$ cat src/rtl/display_pkg.sv
// Shared types and constants for the two-digit seven-segment display path.
package display_pkg;

  typedef logic [3:0] bcd_digit_t;

  typedef enum logic [1:0] {
    IDLE,
    CONVERT,
    COMMIT
  } state_t;

  localparam int         MAX_DISPLAY   = 99;
  localparam logic [1:0] DIGIT_UNITS   = 2'b01;
  localparam logic [1:0] DIGIT_TENS    = 2'b10;
  localparam int         DD_ITERATIONS = 8;

  // Double-dabble correction: add 3 to every BCD nibble that is 5 or more.
  function automatic logic [7:0] dd_adjust(input logic [7:0] bcd);
    bcd_digit_t hi, lo;
    hi = bcd[7:4];
    lo = bcd[3:0];
    if (hi >= 4'd5) hi = hi + 4'd3;
    if (lo >= 4'd5) lo = lo + 4'd3;
    return {hi, lo};
  endfunction

endpackage

$ cat src/rtl/BCD_to_seven_segment.sv
// BCD digit to seven-segment pattern, active-high, segment[6:0] = {a,b,c,d,e,f,g}.
// Codes 10..15 blank the digit.
module BCD_to_seven_segment
  import display_pkg::*;
(
  input  bcd_digit_t bcd,
  output logic [6:0] segment
);

  always_comb begin
    segment = 7'h00;
    case (bcd)
      4'd0: segment = 7'h7E;
      4'd1: segment = 7'h30;
      4'd2: segment = 7'h6D;
      4'd3: segment = 7'h79;
      4'd4: segment = 7'h33;
      4'd5: segment = 7'h5B;
      4'd6: segment = 7'h5F;
      4'd7: segment = 7'h70;
      4'd8: segment = 7'h7F;
      4'd9: segment = 7'h7B;
      default: segment = 7'h00;
    endcase
  end

endmodule

$ cat src/rtl/seven_segment_scan_controller.sv
// Binary-to-BCD load/convert/commit sequencer plus two-digit display scanner.
// Optional macro BLANK_LEADING_ZERO_EN blanks the tens digit when it is 0.
module seven_segment_scan_controller
  import display_pkg::*;
#(
  parameter int REFRESH_DIV = 50000
) (
  input  logic       clk,
  input  logic       rst,
  input  logic [7:0] value,
  input  logic       load_valid,
  output logic       load_ready,
  output logic       busy,
  output logic [7:0] bcd_value,
  output logic       overflow,
  output logic [6:0] segment,
  output logic [1:0] digit_en
);

  localparam int CW = (REFRESH_DIV > 2) ? $clog2(REFRESH_DIV) : 1;

  state_t     state, state_nxt;
  logic [7:0] bin_q;
  logic [7:0] bcd_q;
  logic [3:0] iter_q;
  logic [CW-1:0] ref_cnt;
  logic       slot;
  bcd_digit_t nibble;

  assign load_ready = (state == IDLE);
  assign busy       = (state != IDLE);

  always_comb begin
    state_nxt = state;
    case (state)
      IDLE:    if (load_valid) state_nxt = CONVERT;
      CONVERT: if (iter_q == 4'(DD_ITERATIONS)) state_nxt = COMMIT;
      COMMIT:  state_nxt = IDLE;
      default: state_nxt = IDLE;
    endcase
  end

  // The first CONVERT cycle only sees the freshly captured operand; the
  // eight shift iterations happen on the following edges.
  always_ff @(posedge clk) begin
    if (rst) begin
      state     <= IDLE;
      bin_q     <= '0;
      bcd_q     <= '0;
      iter_q    <= '0;
      bcd_value <= 8'h00;
      overflow  <= 1'b0;
    end else begin
      state <= state_nxt;
      case (state)
        IDLE: if (load_valid) begin
          bin_q    <= (value > 8'(MAX_DISPLAY)) ? 8'(MAX_DISPLAY) : value;
          overflow <= (value > 8'(MAX_DISPLAY));
          bcd_q    <= '0;
          iter_q   <= '0;
        end
        CONVERT: if (iter_q != 4'(DD_ITERATIONS)) begin
          {bcd_q, bin_q} <= {dd_adjust(bcd_q), bin_q} << 1;
          iter_q         <= iter_q + 4'd1;
        end
        COMMIT: bcd_value <= bcd_q;
        default: ;
      endcase
    end
  end

  always_ff @(posedge clk) begin
    if (rst) begin
      ref_cnt <= '0;
      slot    <= 1'b0;
    end else if (ref_cnt == CW'(REFRESH_DIV - 1)) begin
      ref_cnt <= '0;
      slot    <= ~slot;
    end else begin
      ref_cnt <= ref_cnt + 1'b1;
    end
  end

  assign nibble = slot ? bcd_value[7:4] : bcd_value[3:0];

  always_comb begin
    digit_en = slot ? DIGIT_TENS : DIGIT_UNITS;
`ifdef BLANK_LEADING_ZERO_EN
    if (slot && (bcd_value[7:4] == 4'd0)) digit_en = 2'b00;
`else
`endif
  end

  BCD_to_seven_segment u_dec (
    .bcd     (nibble),
    .segment (segment)
  );

endmodule

$ cat config.mk
export PLATFORM = sky130hd
export DESIGN_NAME = seven_segment_scan_controller
export DESIGN_NICKNAME = d
export VERILOG_FILES = /design/src/rtl/display_pkg.sv /design/src/rtl/BCD_to_seven_segment.sv /design/src/rtl/seven_segment_scan_controller.sv
export SDC_FILE = /design/constraint.sdc
export NUM_CORES = 1
export LEC_CHECK = 0
export ABC_AREA = 0
export BUFFER_PORTS_ARGS = -buffer_cell sky130_fd_sc_hd__buf_2
export CORE_ASPECT_RATIO = 1.5
export CORE_MARGIN = 2
export CORE_UTILIZATION = 60
export CTS_CLUSTER_SIZE = 10
export DETAILED_ROUTE_END_ITERATION = 7
export PLACE_DENSITY = 0.92
export SYNTH_ARGS = -nofsm -noshare
export SYNTH_HDL_FRONTEND = slang
export SYNTH_SLANG_ARGS = --single-unit
$ cat constraint.sdc
create_clock -name clk -period 2.65 [get_ports clk]
set_input_delay 0 -clock clk [delete_from_list [all_inputs] [get_ports clk]]
set_output_delay 0 -clock clk [all_outputs]
set_load 0.05 [all_outputs]
==> flow_metrics.env, run 1 <==
export IMPL_grt_max_degree=32
export IMPL_port_buffers=30
export IMPL_p_sw_w=0.0003145
export IMPL_fin_util_pct=68.31
export IMPL_vias=2024
export IMPL_final_max_slew_viol_count=0
export IMPL_cts_buffer_depth=2
export IMPL_drtAntennaViolNets=0
export IMPL_p_per_area_nw_per_um2=490.0
export IMPL_yosys_area_top_type_share_pct=40.31
export IMPL_met3_usage_pct=3.344
export IMPL_grt_pass1_wl_mm=7.997
export IMPL_endpoint_kind="primary output"
export IMPL_drt_initial_drc_count=83
export IMPL_worst_slack_ns=0.2624
export IMPL_core_region_area_um2=3889
export IMPL_grt_pass1_vias=1931
export IMPL_period_needed_ns=2.388
export IMPL_grt_usage_pct=21.71
export IMPL_clock_power_share_pct=33.8
export IMPL_rows=28
export IMPL_grtUsageMet1_pct=23.11
export IMPL_p_sw_share_pct=24.16
export IMPL_yosys_register_bits=48
export IMPL_holdCritStartpoint="value[0]"
export IMPL_nets=327
export IMPL_finalCritPeriodShare_pct=90.10
export IMPL_gp_congestion=0.8980
export IMPL_finalHoldViolations=0
export IMPL_ctsHoldBuffers=3
export IMPL_dp_slack_ns=0.5890
export IMPL_critical_path_startpoint="slot$_SDFFE_PP0N_"
export IMPL_die_y_um=81.20
export IMPL_fin_setup_tns_ns=0
export IMPL_synth_top_flop_cell="dfxtp_1"
export IMPL_via_per_inst=5.799
export IMPL_syn_nets=296
export IMPL_maxCapViolCount=0
export IMPL_yosys_top_cells_count="dfxtp_1, nor2_1, xnor2_1"
export IMPL_synth_seq_area_share_pct=40.31
export IMPL_worst_pin_slew_ns=0.8038
export IMPL_clockRootBuffer="clkbuf_8"
export IMPL_die_w_um=55.46
export IMPL_setup_viol=0
export IMPL_internal_power_w=0.0009870
export IMPL_cts_buffers=5
export IMPL_fill_cells=317
export IMPL_dr_pass1_iters=7
export IMPL_yosysTopAreaCell="dfxtp_1"
export IMPL_yosys_warnings=0
export IMPL_p_seq_share_pct=57.7
export IMPL_p_leak_nw=1.067
export IMPL_synth_area_per_cell_um2=8.763
export IMPL_postCtsResizedCells=0
export IMPL_syn_to_final_growth_pct=11.44
export IMPL_drc=0
export IMPL_clock_sinks=48
export IMPL_rsz0062_at_grt="false"
export IMPL_vdd_ir_drop_max_v=0.0004874
export IMPL_layout_drive_gt1_share_pct=14.47
export IMPL_worstReg2RegStart="ref_cnt[0]$_SDFF_PP0_"
export IMPL_h_tree_depth=2
export IMPL_wire_per_inst_um=13.23
export IMPL_diodes=0
export IMPL_grt_ovfl_total=0
export IMPL_critPathBufInv=2
export IMPL_met2_usage_pct=41.79
export IMPL_fin_skew_ns=0.006957
export IMPL_relSlewSlack_pct=44.88
export IMPL_initial_core_util_pct=61.29
export IMPL_crit_path_start_kind="register"
export IMPL_io_pins=31
export IMPL_grt_most_used_layer="met2"
export IMPL_cp_common_cell="o21ai_0"
export IMPL_routed_wl_mm=4.617
export IMPL_clk_pin_slew_worst_paths_ns=0.08
export IMPL_cp_arrival_ns=2.39
export IMPL_slowest_delay_ns=0.60
export IMPL_crit_chain="mux2i_1 -> inv_1 -> nor2_1 -> o21ai_0 -> o21ai_0 -> buf_2"
export IMPL_ys_async_sr_fraction_pct=0
export IMPL_comb_power_share_pct=8.5
export IMPL_place_area_um2=2534
export IMPL_path_class="reg2out"
export IMPL_insertion_delay_ns=0.30
export IMPL_die_area_um2=4503
export IMPL_dpl_hpwl_mm=3.428
export IMPL_crit_slowest_cell="mux2i_1"
export IMPL_finalPower_w=0.001301
export IMPL_antenna_found_initial=0
export IMPL_crit_required_ns=2.65
export IMPL_synth_edf_count=0
export IMPL_crit_fanout=8
export IMPL_final_area_um2=2656
export IMPL_hold_path_class="in2reg"
export IMPL_cts_tree="done"
export IMPL_synthTopCellsByArea="dfxtp_1, nor2_1, xnor2_1"
export IMPL_ys_types=44
export IMPL_post_cts_buffers=0
export IMPL_synthCells=272
export IMPL_timing_fmax_mhz=418.8
export IMPL_status="finished, final reports clean"
export IMPL_crit_family="multiplexers"
export IMPL_yosysMostFrequentCell="dfxtp_1"
export IMPL_syn_area_um2=2384
==> layout make-up <==
class	instances	area (um2)	area share [%]
multi-input cells	199	1299	48.89
clock buffers	6	82.58	3.109
flip-flops and latches	48	960.9	36.18
inverters	14	52.55	1.978
well taps	45	56.30	2.120
repair buffers	35	195.2	7.348
clock inverters	2	10.01	0.3768
==> routing by layer <==
layer	routed length (um)	part of all wire, %
met1	1895	41
met2	2500	54
met3	128	2.8
met4	92	2.0
met5	0	0
==> per-stage QoR <==
| step | cells | hold slack, ns |
|---|---|---|
| finish | 349 | 0.01492 |
| global placement | 338 | 0.2579 |
| floorplan | 272 | 0.1504 |
| detailed placement | 338 | 0.2700 |
| CTS | 349 | 0.01877 |
| global route | 349 | 0.05422 |
==> state kept, by name, summed over array words and instances, names as in the netlist <==
name       flops
slot           1
overflow       1
state          2
bin_q          8
ref_cnt       16
bcd_q          8
iter_q         4
bcd_value      8
==> worst paths after layout <==
kind                                end  slack, ns  cells after the start
setup / recovery             segment[6]       0.26                      6
hold / removal    bin_q[0]$_SDFFE_PP0P_       0.01                      5
setup reg to reg  ref_cnt[7]$_SDFF_PP0_       0.70                      5
hold reg to reg   bin_q[5]$_SDFFE_PP0P_       0.46                      2
==> tightest hold or removal path: cells and delay by family <==
kind                   cells  cell delay [ns]
and+or+nand+nor            3             0.15
AOI/OAI and AO/OA          1             0.06
buffers and inverters      1             0.07
==> cell usage in the layout (no fill, tap or decap), types with 2 or more instances in the layout <==
cell type	instances
a22o_1	7
nand3_1	7
nor2b_1	2
inv_1	14
clkinv_2	2
dfxtp_1	48
nor2_1	47
nand2b_1	6
o22ai_1	2
or3_1	3
dlygate4sd3_1	3
nor3_1	14
ha_1	13
xor2_1	2
xnor2_1	19
o21ai_0	5
clkbuf_8	6
buf_4	2
a22oi_1	2
and3b_1	2
a222oi_1	3
nand4_1	4
buf_2	30
nor4_1	5
a21oi_1	16
mux2i_1	10
nand2_1	13
or4bb_1	2
==> kinds of logic after synthesis <==
family / count (synthesis) / synth area share, %
fa+ha+maj: 13 / 6.824
xor+xnor: 21 / 7.717
compound gates: 41 / 11.44
buf+inv: 25 / 5.197
mux: 11 / 4.672
flops: 48 / 40.31
simple gates: 113 / 23.83
==> power by group through the flow <==
stage	sequential, W	clock (W)	combinational, W
2_1_floorplan	0.000770	0	0.0000781
3_3_place_gp	0.000767	0	0.000104
3_5_place_dp	0.000768	0	0.000107
4_1_cts	0.000751	0.000446	0.000111
5_1_grt	0.000753	0.000469	0.000124
6_report	0.000751	0.000440	0.000111
No activity file was read; power rests on OpenSTA's default activity.
==> inputs of run 2 (changes only) <==
--- a/config.mk
+++ b/config.mk
@@ -12,6 +12,7 @@
 export CORE_UTILIZATION = 60
 export CTS_CLUSTER_SIZE = 10
 export DETAILED_ROUTE_END_ITERATION = 7
+export GPL_TIMING_DRIVEN = 0
 export PLACE_DENSITY = 0.92
 export SYNTH_ARGS = -nofsm -noshare
 export SYNTH_HDL_FRONTEND = slang
==> constraint.sdc (replaced) <==
create_clock -name clk -period 2.8 [get_ports clk]
set_input_delay 0 -clock clk [delete_from_list [all_inputs] [get_ports clk]]
set_output_delay 0 -clock clk [all_outputs]
set_load 0.05 [all_outputs]
==> flow_metrics.env, run 2 (synthesized netlist as in run 1, its figures left out) <==
export IMPL_status="finished, final reports clean"
export IMPL_antenna_found_initial=0
export IMPL_slowest_delay_ns=0.56
export IMPL_clockRootBuffer="clkbuf_8"
export IMPL_rows=28
export IMPL_finalCritPeriodShare_pct=84.13
export IMPL_nets=336
export IMPL_gp_congestion=0.8461
export IMPL_vias=2105
export IMPL_insertion_delay_ns=0.31
export IMPL_maxCapViolCount=0
export IMPL_clock_sinks=48
export IMPL_worst_pin_slew_ns=0.7452
export IMPL_relSlewSlack_pct=49.94
export IMPL_diodes=0
export IMPL_p_per_area_nw_per_um2=482.3
export IMPL_syn_to_final_growth_pct=14.44
export IMPL_die_w_um=55.46
export IMPL_final_area_um2=2728
export IMPL_place_area_um2=2590
export IMPL_initial_core_util_pct=61.29
export IMPL_io_pins=31
export IMPL_hold_path_class="in2reg"
export IMPL_crit_path_start_kind="register"
export IMPL_h_tree_depth=2
export IMPL_drt_initial_drc_count=68
export IMPL_rsz0062_at_grt="false"
export IMPL_final_cell_mix="dfxtp_1, nor2_1, buf_2"
export IMPL_finalHoldViolations=0
export IMPL_die_area_um2=4503
export IMPL_final_max_slew_viol_count=0
export IMPL_grt_pass1_wl_mm=8.452
export IMPL_crit_family="buffers and inverters"
export IMPL_timing_fmax_mhz=424.5
export IMPL_routed_wl_mm=4.984
export IMPL_wire_per_inst_um=13.92
export IMPL_crit_fanout=7
export IMPL_largest_reg_flops=16
export IMPL_cts_buffers=5
export IMPL_period_needed_ns=2.356
export IMPL_postCtsResizedCells=0
export IMPL_die_y_um=81.20
export IMPL_crit_slowest_cell="mux2i_1"
export IMPL_hold_slack_ns=0.02503
export IMPL_crit_required_ns=2.80
export IMPL_setup_viol=0
export IMPL_clk_pin_slew_worst_paths_ns=0.08
export IMPL_post_cts_buffers=0
export IMPL_endpoint_kind="primary output"
export IMPL_cts_buffer_depth=2
export IMPL_p_leak_nw=1.098
export IMPL_grt_pass1_vias=1995
export IMPL_cp_arrival_ns=2.36
export IMPL_drc=0
export IMPL_drtAntennaViolNets=0
export IMPL_dr_pass1_iters=4
export IMPL_cts_tree="done"
export IMPL_critPathBufInv=3
export IMPL_fin_skew_ns=0.009930
export IMPL_grt_usage_pct=23.83
export IMPL_crit_chain="buf_2 -> mux2i_1 -> inv_1 -> ha_1 -> o22ai_1 -> buf_2"
export IMPL_regMostFlops="ref_cnt"
export IMPL_cp_common_cell="buf_2"
export IMPL_grt_max_degree=15
export IMPL_via_per_inst=5.880
export IMPL_dpl_hpwl_mm=3.616
export IMPL_grt_ovfl_total=0
export IMPL_final_common_cell="dfxtp_1"
export IMPL_layout_drive_gt1_share_pct=14.70
export IMPL_ctsHoldBuffers=3
export IMPL_fin_setup_tns_ns=0
export IMPL_vdd_ir_drop_max_v=0.0004731
export IMPL_port_buffers=30
export IMPL_path_class="reg2out"
export IMPL_core_region_area_um2=3889
==> run 2: stage by stage <==
stage	worst slack (ns)	util [%]	total power, W	cells
detailed placement	0.7742	66.60	0.0008333	347
finish	0.4444	70.14	0.001315	358
global route	0.2172	70.14	0.001368	358
floorplan	0.5176	-	0.0008025	272
global placement	0.8778	66.60	0.0008303	347
CTS	0.4279	70.14	0.001324	358
==> run 2: final timing paths <==
check                                            start                     end  slack (ns)  cells past startpoint
worst max-delay path                 slot$_SDFFE_PP0N_              segment[1]        0.44                      6
worst max register to register  iter_q[0]$_SDFFE_PP0P_  iter_q[1]$_SDFFE_PP0P_        0.82                      6
worst min-delay path                          value[0]   bin_q[0]$_SDFFE_PP0P_        0.03                      5
worst min register to register   ref_cnt[0]$_SDFF_PP0_   ref_cnt[0]$_SDFF_PP0_        0.47                      1
==> run 2: metal layers <==
layer | up-vias | track usage (%) | wire (um)
met3 | 14 | 6.369 | 280
li1 | 1027 | - | -
met2 | 77 | 44.76 | 2622
met4 | 0 | 11.46 | 133
met1 | 987 | 24.28 | 1947
met5 | - | 0 | 0
==> run 2: report_power, final <==
group          switching, W  internal [W]  total (W)
Combinational     0.0000701     0.0000417   0.000112
Clock              0.000227      0.000265   0.000492
Sequential        0.0000130      0.000699   0.000712
Total              0.000310       0.00101    0.00132
==> run 2: final cells by class <==
cell class / instances / area [um2]
Clock buffer: 6 / 72.57
Tap cell: 45 / 56.30
Clock inverter: 2 / 35.03
Multi-Input combinational cell: 199 / 1299
Timing Repair Buffer: 33 / 180.2
Inverter: 14 / 52.55
Sequential cell: 48 / 960.9
Buffer: 11 / 71.32
Fill cell: 306 / 1161
==> run 2: worst register-to-register path: cells and delay by family, from the launching register on <==
kind / cells / cell delay, ns
buffers and inverters: 1 / 0.07
AND/OR/NAND/NOR: 3 / 0.90
AO/OA/AOI/OAI: 1 / 0.29
flip-flops: 1 / 0.41
adder cells (fa/ha/maj): 1 / 0.22
==> inputs of run 3 (changes only) <==
--- a/config.mk
+++ b/config.mk
@@ -9,11 +9,11 @@
 export BUFFER_PORTS_ARGS = -buffer_cell sky130_fd_sc_hd__buf_2
 export CORE_ASPECT_RATIO = 1.5
 export CORE_MARGIN = 2
-export CORE_UTILIZATION = 60
+export CORE_UTILIZATION = 51
 export CTS_CLUSTER_SIZE = 10
 export DETAILED_ROUTE_END_ITERATION = 7
 export GPL_TIMING_DRIVEN = 0
-export PLACE_DENSITY = 0.92
+export PLACE_DENSITY = 0.85
 export SYNTH_ARGS = -nofsm -noshare
 export SYNTH_HDL_FRONTEND = slang
 export SYNTH_SLANG_ARGS = --single-unit
==> constraint.sdc (replaced) <==
create_clock -name clk -period 1.9 [get_ports clk]
set_input_delay 0 -clock clk [delete_from_list [all_inputs] [get_ports clk]]
set_output_delay 0 -clock clk [all_outputs]
set_load 0.05 [all_outputs]
==> flow_metrics.env, run 3 (synthesized netlist as in run 1, its figures left out) <==
export IMPL_crit_slowest_cell="dfxtp_2"
export IMPL_fin_skew_ns=0.01259
export IMPL_vdd_ir_drop_max_v=0.0004496
export IMPL_seq_area_um2=962.2
export IMPL_wl_met2_mm=2.955
export IMPL_rsz0062_at_grt="true"
export IMPL_hold_slack_ns=0.01821
export IMPL_crit_chain="buf_8 -> mux2i_1 -> clkbuf_4 -> nor2_1 -> o21ai_1 -> nand2_1 -> buf_6"
export IMPL_initial_core_util_pct=52.92
export IMPL_timing_fmax_mhz=514.1
export IMPL_grt_pass1_vias=1904
export IMPL_p_leak_nw=1.164
export IMPL_rows=30
export IMPL_hold_path_class="in2reg"
export IMPL_port_buffers=30
export IMPL_crit_required_ns=1.90
export IMPL_h_tree_depth=2
export IMPL_syn_to_final_growth_pct=22.47
export IMPL_path_class="reg2out"
export IMPL_dpl_hpwl_mm=3.448
export IMPL_fill_cells=365
export IMPL_dr_pass1_iters=4
export IMPL_die_w_um=59.82
export IMPL_clockRootBuffer="clkbuf_8"
export IMPL_period_needed_ns=1.945
export IMPL_relSlewSlack_pct=62.47
export IMPL_crit_fanout=10
export IMPL_layout_drive_gt1_share_pct=21.88
export IMPL_diodes=0
export IMPL_cts_buffers=5
export IMPL_cp_arrival_ns=1.95
export IMPL_crit_family="buffers and inverters"
export IMPL_finalCritPeriodShare_pct=102.4
export IMPL_cp_depth=7
export IMPL_endpoint_kind="primary output"
export IMPL_crit_path_start_kind="register"
export IMPL_finalHoldViolations=0
export IMPL_status="finished, violations left"
export IMPL_setup_viol=2
export IMPL_routed_wl_mm=5.329
export IMPL_drt_initial_drc_count=69
export IMPL_core_region_area_um2=4504
export IMPL_drtAntennaViolNets=0
export IMPL_via_per_inst=5.652
export IMPL_clock_sinks=48
export IMPL_die_area_um2=5248
export IMPL_rrSetupSlack_ns=0.11
export IMPL_top_layer="met4"
export IMPL_multi_input_area_um2=1396
export IMPL_failed_checks="setup timing"
export IMPL_drc=0
export IMPL_cp_endpoint="segment[3]"
export IMPL_met1Wirelength_mm=2.106
export IMPL_worst_pin_slew_ns=0.5559
export IMPL_r2r_end="ref_cnt[7]$_SDFF_PP0_"
export IMPL_maxCapViolCount=0
export IMPL_largest_reg_flops=16
export IMPL_io_pins=31
export IMPL_finalPower_w=0.001850
export IMPL_clk_pin_slew_worst_paths_ns=0.09
export IMPL_grt_ovfl_total=0
export IMPL_gp_congestion=0.8523
export IMPL_cts_tree="done"
export IMPL_regMostFlops="ref_cnt"
export IMPL_antenna_found_initial=0
export IMPL_critical_path_startpoint="slot$_SDFFE_PP0N_"
export IMPL_final_cell_mix="dfxtp_1, nor2_1, buf_2"
export IMPL_worstReg2RegStart="ref_cnt[12]$_SDFF_PP0_"
export IMPL_grt_max_degree=16
export IMPL_wire_per_inst_um=14.48
export IMPL_nets=343
export IMPL_worst_slack_ns=-0.04517
export IMPL_grt_pass1_wl_mm=7.983
export IMPL_reg2reg_depth=6
export IMPL_die_y_um=87.73
export IMPL_wl_met3_um=156
export IMPL_critPathBufInv=3
export IMPL_p_per_area_nw_per_um2=633.9
export IMPL_grt_usage_pct=19.58
export IMPL_final_max_slew_viol_count=0
export IMPL_vias=2080
export IMPL_final_common_cell="dfxtp_1"
export IMPL_slowest_delay_ns=0.35
export IMPL_insertion_delay_ns=0.31
export IMPL_cts_buffer_depth=2
-- run 3: cell types whose count changed in the layout (fill, tap and decap cells not counted), sizes merged --
cell	before	now
clkinvlp	0	2
buf	36	43
clkinv	1	0
bufinv	1	0
-- run 3: stage by stage --
| stage | area (um2) | setup TNS [ns] | instances | util [%] | worst slack [ns] |
|---|---|---|---|---|---|
| floorplan | 2390 | -0.4052 | 272 | - | -0.2010 |
| CTS | 2799 | 0 | 364 | 62.14 | 0.01769 |
| global route | 2919 | -0.3658 | 368 | 64.81 | -0.1359 |
| detailed placement | 2600 | -0.4118 | 350 | 57.72 | -0.09587 |
| finish | 2919 | -0.08486 | 368 | 64.81 | -0.04517 |
| global placement | 2600 | -0.01460 | 350 | 57.72 | -0.01357 |
-- run 3: layout make-up --
cell class	instances	area share, %
Multi-Input combinational cell	199	47.84
Sequential cell	48	32.96
Timing Repair Buffer	40	9.044
Buffer	11	2.958
Clock buffer	6	2.829
Tap cell	48	2.057
Inverter	14	1.800
Clock inverter	2	0.5144
-- run 3: timing repair --
item	CTS	global route
setup endpoints to repair	13	32
setup buffers	3	4
pin swaps	0	2
gates resized for setup	14	24
hold buffers	3	0
hold endpoints to repair	3	0
-- run 3: power breakdown --
group,switching [W],internal (W)
combinational,0.000103,0.0000646
sequential,0.0000200,0.00103
clock,0.000339,0.000295
total,0.000462,0.00139
-- run 3: worst reg2reg max path, cell delays in order (launching register included) --
cell,delay (ns)
dfxtp_1,0.35
or4b_1,0.57
nor4_4,0.32
or2_1,0.15
buf_6,0.12
buf_12,0.12
nor2_1,0.04
-- run 3: worst min path at each step --
stage / start / to / slack (ns) / depth (start not counted)
after detailed placement: value[3] / bin_q[3]$_SDFFE_PP0P_ / 0.27 / 3
after global placement: value[3] / bin_q[3]$_SDFFE_PP0P_ / 0.26 / 3
final: value[0] / bin_q[0]$_SDFFE_PP0P_ / 0.02 / 5
after global routing: value[0] / bin_q[0]$_SDFFE_PP0P_ / 0.07 / 5
after floorplan: value[2] / bin_q[2]$_SDFFE_PP0P_ / 0.15 / 2
after CTS: value[0] / bin_q[0]$_SDFFE_PP0P_ / 0.02 / 5
-- run 3: per-layer routing --
metal,GRT usage (%),vias to the layer above
met5,0,-
met4,9.293,0
met3,3.102,11
met2,35.77,47
met1,21.22,982
li1,-,1040
